--- src/rtl/cla_pkg.sv ---
// Shared carry-lookahead helpers for the CLA adder tree and the pipelined subtractor.
// cla_lookahead resolves up to CLA_MAX positions; unused upper inputs must be tied low.
package cla_pkg;

    localparam int unsigned CLA_MAX = 32;

    typedef struct packed {
        logic carry;
        logic p;
        logic g;
    } cpg_t;

    typedef struct packed {
        logic [CLA_MAX:0] c;
        cpg_t             grp;
    } cla_res_t;

    // c[i] is the carry into position i, c[n] the carry out; grp holds the group-level summary
    function automatic cla_res_t cla_lookahead(
        input int unsigned        n,
        input logic               cin,
        input logic [CLA_MAX-1:0] p,
        input logic [CLA_MAX-1:0] g
    );
        cla_res_t r;
        r           = '0;
        r.c[0]      = cin;
        r.grp.p     = 1'b1;
        r.grp.g     = 1'b0;
        for (int unsigned i = 0; i < CLA_MAX; i++) begin
            if (i < n) begin
                r.c[i+1] = g[i] | (p[i] & r.c[i]);
                r.grp.g  = g[i] | (p[i] & r.grp.g);
                r.grp.p  = r.grp.p & p[i];
            end
        end
        r.grp.carry = r.grp.g | (r.grp.p & cin);
        return r;
    endfunction

endpackage

--- src/rtl/cla_group_unit.sv ---
// Combinational N-wide lookahead block: per-position carries plus group propagate/generate.
module cla_group_unit
    import cla_pkg::*;
#(
    parameter int unsigned N = 4
) (
    input  logic         i_c_in,
    input  logic [N-1:0] i_p,
    input  logic [N-1:0] i_g,
    output logic [N-1:0] o_carry,
    output logic         o_c_out,
    output logic         o_pg,
    output logic         o_gg
);

    logic [CLA_MAX-1:0] w_p;
    logic [CLA_MAX-1:0] w_g;
    cla_res_t           w_la;
    logic               w_unused_hi;

    if (N > CLA_MAX) begin : g_n_check
        $error("cla_group_unit: N exceeds CLA_MAX");
    end

    // Zero-extend the operands to the helper's fixed width and evaluate the lookahead
    always_comb begin
        w_p        = '0;
        w_g        = '0;
        w_p[N-1:0] = i_p;
        w_g[N-1:0] = i_g;
        w_la       = cla_lookahead(N, i_c_in, w_p, w_g);
    end

    assign o_carry     = w_la.c[N-1:0];
    assign o_c_out     = w_la.grp.carry;
    assign o_pg        = w_la.grp.p;
    assign o_gg        = w_la.grp.g;
    assign w_unused_hi = ^w_la.c[CLA_MAX:N];

endmodule

--- src/rtl/cla_subtractor_pipe.sv ---
// Two-stage pipelined CLA subtractor: D = A - B - borrow_in computed as A + ~B + ~borrow_in.
// Stage 1 registers group P/G, stage 2 resolves group carries and forms D/borrow/overflow.
module cla_subtractor_pipe
    import cla_pkg::*;
#(
    parameter int unsigned WIDTH = 8,
    parameter int unsigned GROUP = 4
) (
    input  logic             clock,
    input  logic             reset,
    input  logic             in_valid,
    output logic             in_ready,
    input  logic [WIDTH-1:0] in_a,
    input  logic [WIDTH-1:0] in_b,
    input  logic             in_borrow,
    output logic             out_valid,
    input  logic             out_ready,
    output logic [WIDTH-1:0] out_d,
    output logic             out_borrow,
    output logic             out_ovf
);

    localparam int unsigned NG = WIDTH / GROUP;

    if ((WIDTH % GROUP) != 0) begin : g_width_check
        $error("cla_subtractor_pipe: WIDTH must be a multiple of GROUP");
    end

    logic             r_s1_valid;
    logic [WIDTH-1:0] r_s1_a;
    logic [WIDTH-1:0] r_s1_nb;
    logic             r_s1_cin;
    logic [NG-1:0]    r_s1_gp;
    logic [NG-1:0]    r_s1_gg;

    logic             r_out_valid;
    logic [WIDTH-1:0] r_out_d;
    logic             r_out_borrow;
    logic             r_out_ovf;

    logic [WIDTH-1:0] w_in_nb, w_in_p, w_in_g;
    logic [NG-1:0]    w_s1_pg, w_s1_gg;
    logic [WIDTH-1:0] w_s2_p, w_s2_g, w_bit_c, w_d;
    logic [NG-1:0]    w_grp_cin;
    logic             w_carry_out, w_ovf;
    logic             w_s2_can_load, w_s1_can_load, w_accept;

    logic [WIDTH-1:0] w_unused_s1_c;
    logic [NG-1:0]    w_unused_s1_co, w_unused_s2_co, w_unused_s2_pg, w_unused_s2_gg;
    logic             w_unused_top_pg, w_unused_top_gg;

    assign w_in_nb = ~in_b;
    assign w_in_p  = in_a | w_in_nb;
    assign w_in_g  = in_a & w_in_nb;

    for (genvar gi = 0; gi < NG; gi++) begin : g_s1
        cla_group_unit #(.N(GROUP)) u_s1_grp (
            .i_c_in  (1'b0),
            .i_p     (w_in_p[gi*GROUP +: GROUP]),
            .i_g     (w_in_g[gi*GROUP +: GROUP]),
            .o_carry (w_unused_s1_c[gi*GROUP +: GROUP]),
            .o_c_out (w_unused_s1_co[gi]),
            .o_pg    (w_s1_pg[gi]),
            .o_gg    (w_s1_gg[gi])
        );
    end

    // Second-level lookahead: carry into each group straight from cin and group P/G
    cla_group_unit #(.N(NG)) u_top (
        .i_c_in  (r_s1_cin),
        .i_p     (r_s1_gp),
        .i_g     (r_s1_gg),
        .o_carry (w_grp_cin),
        .o_c_out (w_carry_out),
        .o_pg    (w_unused_top_pg),
        .o_gg    (w_unused_top_gg)
    );

    assign w_s2_p = r_s1_a | r_s1_nb;
    assign w_s2_g = r_s1_a & r_s1_nb;

    for (genvar gi = 0; gi < NG; gi++) begin : g_s2
        cla_group_unit #(.N(GROUP)) u_s2_grp (
            .i_c_in  (w_grp_cin[gi]),
            .i_p     (w_s2_p[gi*GROUP +: GROUP]),
            .i_g     (w_s2_g[gi*GROUP +: GROUP]),
            .o_carry (w_bit_c[gi*GROUP +: GROUP]),
            .o_c_out (w_unused_s2_co[gi]),
            .o_pg    (w_unused_s2_pg[gi]),
            .o_gg    (w_unused_s2_gg[gi])
        );
    end

    // nb holds ~b, so "signs of a and b differ" is a == nb at the top bit
    assign w_d   = r_s1_a ^ r_s1_nb ^ w_bit_c;
    assign w_ovf = (r_s1_a[WIDTH-1] == r_s1_nb[WIDTH-1]) && (w_d[WIDTH-1] != r_s1_a[WIDTH-1]);

    assign w_s2_can_load = !r_out_valid || out_ready;
    assign w_s1_can_load = !r_s1_valid || w_s2_can_load;
    assign in_ready      = w_s1_can_load && !reset;
    assign w_accept      = in_valid && in_ready;

    // Stage 1 bank: operands, carry-in and group propagate/generate
    always_ff @(posedge clock) begin
        if (reset) begin
            r_s1_valid <= 1'b0;
            r_s1_a     <= '0;
            r_s1_nb    <= '0;
            r_s1_cin   <= 1'b0;
            r_s1_gp    <= '0;
            r_s1_gg    <= '0;
        end else if (w_s1_can_load) begin
            r_s1_valid <= w_accept;
            if (w_accept) begin
                r_s1_a   <= in_a;
                r_s1_nb  <= w_in_nb;
                r_s1_cin <= ~in_borrow;
                r_s1_gp  <= w_s1_pg;
                r_s1_gg  <= w_s1_gg;
            end
        end
    end

    // Stage 2 bank: registered result, held while downstream stalls
    always_ff @(posedge clock) begin
        if (reset) begin
            r_out_valid  <= 1'b0;
            r_out_d      <= '0;
            r_out_borrow <= 1'b0;
            r_out_ovf    <= 1'b0;
        end else if (w_s2_can_load) begin
            r_out_valid <= r_s1_valid;
            if (r_s1_valid) begin
                r_out_d      <= w_d;
                r_out_borrow <= ~w_carry_out;
                r_out_ovf    <= w_ovf;
            end
        end
    end

    assign out_valid  = r_out_valid;
    assign out_d      = r_out_d;
    assign out_borrow = r_out_borrow;
    assign out_ovf    = r_out_ovf;

endmodule
--- config.mk ---
export PLATFORM = sky130hd
export DESIGN_NAME = cla_subtractor_pipe
export DESIGN_NICKNAME = d
export VERILOG_FILES = /design/src/rtl/cla_pkg.sv /design/src/rtl/cla_group_unit.sv /design/src/rtl/cla_subtractor_pipe.sv
export SDC_FILE = /design/constraint.sdc
export NUM_CORES = 1
export LEC_CHECK = 0
export CORE_ASPECT_RATIO = 0.6
export CORE_UTILIZATION = 35
export CTS_CLUSTER_SIZE = 30
export DETAILED_ROUTE_END_ITERATION = 10
export PLACE_DENSITY = 0.61
export SETUP_SLACK_MARGIN = 0.4
export SLEW_MARGIN = 20
export SYNTH_ARGS = -nofsm -noshare
export SYNTH_HDL_FRONTEND = slang
export SYNTH_SLANG_ARGS = --single-unit
--- constraint.sdc ---
create_clock -name clock -period 2.1 [get_ports clock]
set_input_delay 0.63 -clock clock [delete_from_list [all_inputs] [get_ports clock]]
set_output_delay 0.63 -clock clock [all_outputs]
set_load 0.1 [all_outputs]
# == Word level (Yosys, flattened, before mapping) ==
# Index checks and enable logic that the tools add are counted.
# totals
output_inout_bits,12
input_bits,21
reg_bits,33
elab_cells,68
# op_classes
eq_ne,2
bitwise,46
n_reduce_logical,10
# op_table
op,count
$and A1 B1 Y1,22
$xor A8 B8 Y8,2
$or A1 B1 Y1,15
$and A8 B8 Y8,1
$not A8 Y8,1
$or A8 B8 Y8,1
$and A7 B7 Y7,1
$or A7 B7 Y7,1
$reduce_and A2 Y1,2
$logic_and A1 B1 Y1,3
$logic_not A1 Y1,3
$logic_or A1 B1 Y1,2
$not A1 Y1,2
$eq A1 B1 Y1,1
$ne A1 B1 Y1,1

# == Depth between registers and ports, before layout ==
# depth
word_depth,11
ltp_mapped,9
mapped_depth_nobuf,9

# == By module ==
# Synthesis repeated with hierarchy kept, for this count alone.
# hier_totals
cells_unflattened,246
area_unflattened_um2,2134.5
# modules_own_cells
module,seq_area_each_um2,area_each_um2,n_inst,cells_each
cla_subtractor_pipe,660.6,1778.0,1,189
cla_group_unit at g_s1[0].u_s1_grp ...,0.0,80.1,4,13
cla_group_unit at u_top,0.0,36.3,1,5

# == Least setup slack after synthesis ==
# No wires, ideal clock.
# synth_timing
kind,input port to output port
startpoint,input port reset
endpoint,output port in_ready
cell_stages,4
path_buffers,3
setup_slack_ns,-0.961
required_time_ns,1.470
arrival_ns,2.431
cell_sequence,buf_2 > buf_2 > buf_1 > nor2_1
# synth_between
elab_chain_cells,2
# synth_lines
element,line_no,rtl
start: declaration,cla_subtractor_pipe.sv:10,"input logic reset,"
$logic_not A1 Y1,cla_subtractor_pipe.sv:100,assign in_ready = w_s1_can_load && !reset;
$logic_and A1 B1 Y1,cla_subtractor_pipe.sv:100,
end: declaration,cla_subtractor_pipe.sv:12,"output logic in_ready,"
# No other way between the ends.

# == Worst setup path after layout ==
# layout_timing
startpoint,register r_s1_a[4]
endpoint,"register r_out_ovf, in the netlist out_ovf"
# layout_between
elab_chain_cells,10
elab_cells_between_ends,11
classes_between,eq/ne (1); bitwise (9); reduce/logical (1)
# layout_lines
element,line_no,rtl
start: declaration,cla_subtractor_pipe.sv:30,logic [WIDTH-1:0] r_s1_a;
start signal: assignment,cla_subtractor_pipe.sv:115,r_s1_a <= in_a;
$or A7 B7 Y7,cla_subtractor_pipe.sv:79,assign w_s2_p = r_s1_a | r_s1_nb;
$and A1 B1 Y1,cla_pkg.sv:32,r.c[i+1] = g[i] | (p[i] & r.c[i]);
$or A1 B1 Y1 *,cla_pkg.sv:32,
$and A1 B1 Y1 *,cla_pkg.sv:32,
$or A1 B1 Y1 *,cla_pkg.sv:32,
$and A1 B1 Y1 *,cla_pkg.sv:32,
$or A1 B1 Y1 *,cla_pkg.sv:32,
$xor A8 B8 Y8 *,cla_subtractor_pipe.sv:95,assign w_d = r_s1_a ^ r_s1_nb ^ w_bit_c;
$ne A1 B1 Y1 *,cla_subtractor_pipe.sv:96,assign w_ovf = (r_s1_a[WIDTH-1] == r_s1_nb[WIDTH-1]) && (w_d[WIDTH-1] != r_s1_a[WIDTH-1]);
$logic_and A1 B1 Y1 *,cla_subtractor_pipe.sv:96,
end signal: assignment,cla_subtractor_pipe.sv:136,r_out_ovf <= w_ovf;
end: declaration,cla_subtractor_pipe.sv:39,logic r_out_ovf;
# Mark *: on every way between the ends. The rest lies on a longest branch, timed or not.
# A chain may end at the register's enable or synchronous reset.

==> impl_metrics.yaml <==
status:
  status: "complete, no violations"
setup_path:
  cp.arrival_ns: 2.30
  crit_path_start_kind: "register"
  cp.required_ns: 2.30
  worstSetupPathType: "register to register"
  end_kind: "register"
  path_max_fanout: 3
power:
  sw_frac_of_total_pct: 28.0
  power.leakage_nw: 0.964
  p_switching_w: 0.000534
  p_total_w: 0.00190
  p_seq_share_pct: 37.2
  irDropWorstVdd_mv: 0.318
  p_clk_share_pct: 37.3
  power_density_nw_per_um2: 744
  comb_power_share_pct: 25.4
  intPower_w: 0.00137
sta:
  slew_viol_final: 0
  period_share_pct: 99.9
  rsz0062_at_grt: "yes"
  fmaxAchievable_mhz: 477
  slew_headroom_pct: 75.4
  setup_ws_ns: 0.00139
  hold_viol: 0
  tightest_slew_ns: 0.369
  fin_crit_ns: 2.10
  setup_viol: 0
  fin_skew_ns: 0.00424
synthesis:
  ys_ff_latch: 33
  ys_warn_count: 0
  synth_cell_types: 32
  synth_nets: 200
  avgSynthCellArea_um2: 8.82
  synth_cells: 173
  syn_area_um2: 1530
  ys_seq_area_share_pct: 43.3
floorplan:
  ioPinCount: 33
  die_y_um: 53.2
  die_x_um: 87.3
  die_area_um2: 4640
  start_util_pct: 36.8
  core-area_um2: 4140
  row_count: 18
routing:
  final_antenna_net_count: 0
  wl_mm: 4.08
  detail_route.drc_violations: 0
  drt-initial-drc-count: 57
  vias: 1375
  via_per_inst: 4.82
  drt_first_pass_iters: 4
  wire_per_inst_um: 14.3
final_layout:
  drive_gt1_share_pct: 34.7
  layout_commonest_cell: "dfxtp_1"
  instances_no_fill: 285
  fin_area_um2: 2560
  insertedDiodeCount: 0
  syn2layout_area_growth_pct: 67.6
  final_cell_mix: "dfxtp_1 (28), clkdlybuf4s50_1 (18), nor2_1 (17)"
  nets: 251
cts:
  cts_tree: "done"
  clockBufferDepth: 2
  h-tree-depth: 2
  clk_pin_slew_ns: 0.07
  cts_root_buffer: "clkbuf_8"
  clkLatencyLatePin_ns: 0.28
  cts.sinks: 33
  cts_inserted_buffers: 5
  ctsHoldBuffers: 0
placement:
  dpl.cell_count: 264
  detailed_place_hpwl_mm: 2.43
  place_area_um2: 2130
  gp_congestion: 0.761
  place_ws_ns: -0.184
  port_buffers: 32
grt:
  grt_use_total_pct: 18.5
  grt_max_degree: 35
  overflow: 0
  grt_antenna_before_repair: 0
  grt_pass1_vias: 1269
  grt_pass1_wl_mm: 6.16
hold_path:
  worstHoldPathType: "register to register"
flow_run:
  cap_viol_max_count: 0
==> registers in the layout, summed over array words and instances (netlist names) <==
| name | flops |
|---|---|
| r_s1_gp | 2 |
| out_ovf | 1 |
| r_s1_nb | 8 |
| out_d | 8 |
| out_valid | 1 |
| r_s1_gg | 2 |
| r_s1_valid | 1 |
| r_s1_a | 8 |
| out_borrow | 1 |
| r_s1_cin | 1 |
==> worst max-delay path: stages (launching register included) <==
cell and delay (ns):
dfxtp_2 0.33, inv_2 0.05, fa_2 0.40, fa_2 0.35, fa_2 0.38, or3_1 0.31
a311oi_1 0.19
==> path summary, 6_finish.rpt <==
kind | from | endpoint | slack [ns] | cells past startpoint
worst max-delay path | r_s1_a[4] | out_ovf | 0.001 | 6
worst min-delay path | r_s1_valid | out_valid | 0.47 | 2
worst max register to register | r_s1_a[4] | out_ovf | 0.001 | 6
worst min register to register | r_s1_valid | out_valid | 0.47 | 2
==> power groups by stage <==
stage	Clock [W]	Sequential, W	Combinational [W]
floorplan	0	0.000814	0.000152
global placement	0	0.000719	0.000401
detailed placement	0	0.000721	0.000406
CTS	0.000720	0.000708	0.000460
global route	0.000750	0.000715	0.000515
finish	0.000710	0.000709	0.000484
==> repair_timing <==
action | 4_1_cts | 5_1_grt
gates cloned | 4 | 1
pin swaps | 16 | 8
hold endpoints to repair | 0 | 0
buffers inserted | 7 | 1
setup endpoints to repair | 27 | 26
resized for setup | 26 | 18
==> layer usage <==
metal  vias up  track usage (%)  share of wire (%)
li1        682                -                  -
met1       646             25.3                 47
met2        37             28.1                 46
met3        10             4.21                4.3
met4         0             8.20                2.6
met5         -                0                  0
==> cells by family after synthesis <==
group | after synthesis | share of synthesized area (%)
xor+xnor | 4 | 2.29
fa+ha+maj | 7 | 8.52
buf+inv | 27 | 7.46
simple gates | 64 | 21.0
compound gates | 37 | 16.8
flops | 33 | 43.3
mux | 1 | 0.656
==> synthesized netlist by cell type <==
cell	number	share of area, %
maj3_1	1	0.66
buf_1	1	0.25
nor2_1	22	5.4
o22ai_1	1	0.41
dfxtp_1	33	43
buf_4	1	0.49
o31ai_1	4	2.0
nand2_1	16	3.9
nand2b_1	10	4.1
nor3b_4	1	1.2
o2111ai_1	1	0.57
fa_1	6	7.9
nand3_1	2	0.66
o21ai_0	6	2.0
clkbuf_1	1	0.25
or3_1	1	0.41
nand4b_1	1	0.57
and2_1	1	0.41
a211oi_1	14	6.9
clkbuf_2	1	0.33
o311ai_0	1	0.57
nor2b_1	8	3.3
buf_2	6	2.0
a211oi_2	1	0.82
and3b_1	1	0.57
a21oi_1	6	2.0
a311oi_1	2	1.1
inv_1	17	4.2
o211ai_1	1	0.49
mux2i_1	1	0.66
xnor2_1	4	2.3
nor4_1	1	0.41
==> area by class of cell <==
class,count,area [um2]
fill,344,1590
multi-input combinational,113,845
timing repair buffer,54,774
sequential,33,667
tap,60,75.1
clock buffer,5,68.8
clock inverter,3,65.1
inverter,17,63.8
==> through the flow <==
stage	TNS [ns]	utilization [%]	hold WS [ns]
floorplan	0	-	0.435
global placement	-2.19	51.4	0.447
detailed placement	-2.85	51.4	0.463
CTS	0	60.0	0.473
global route	-0.198	61.7	0.505
finish	0	61.7	0.474
Power figures use the tool's default switching activity.
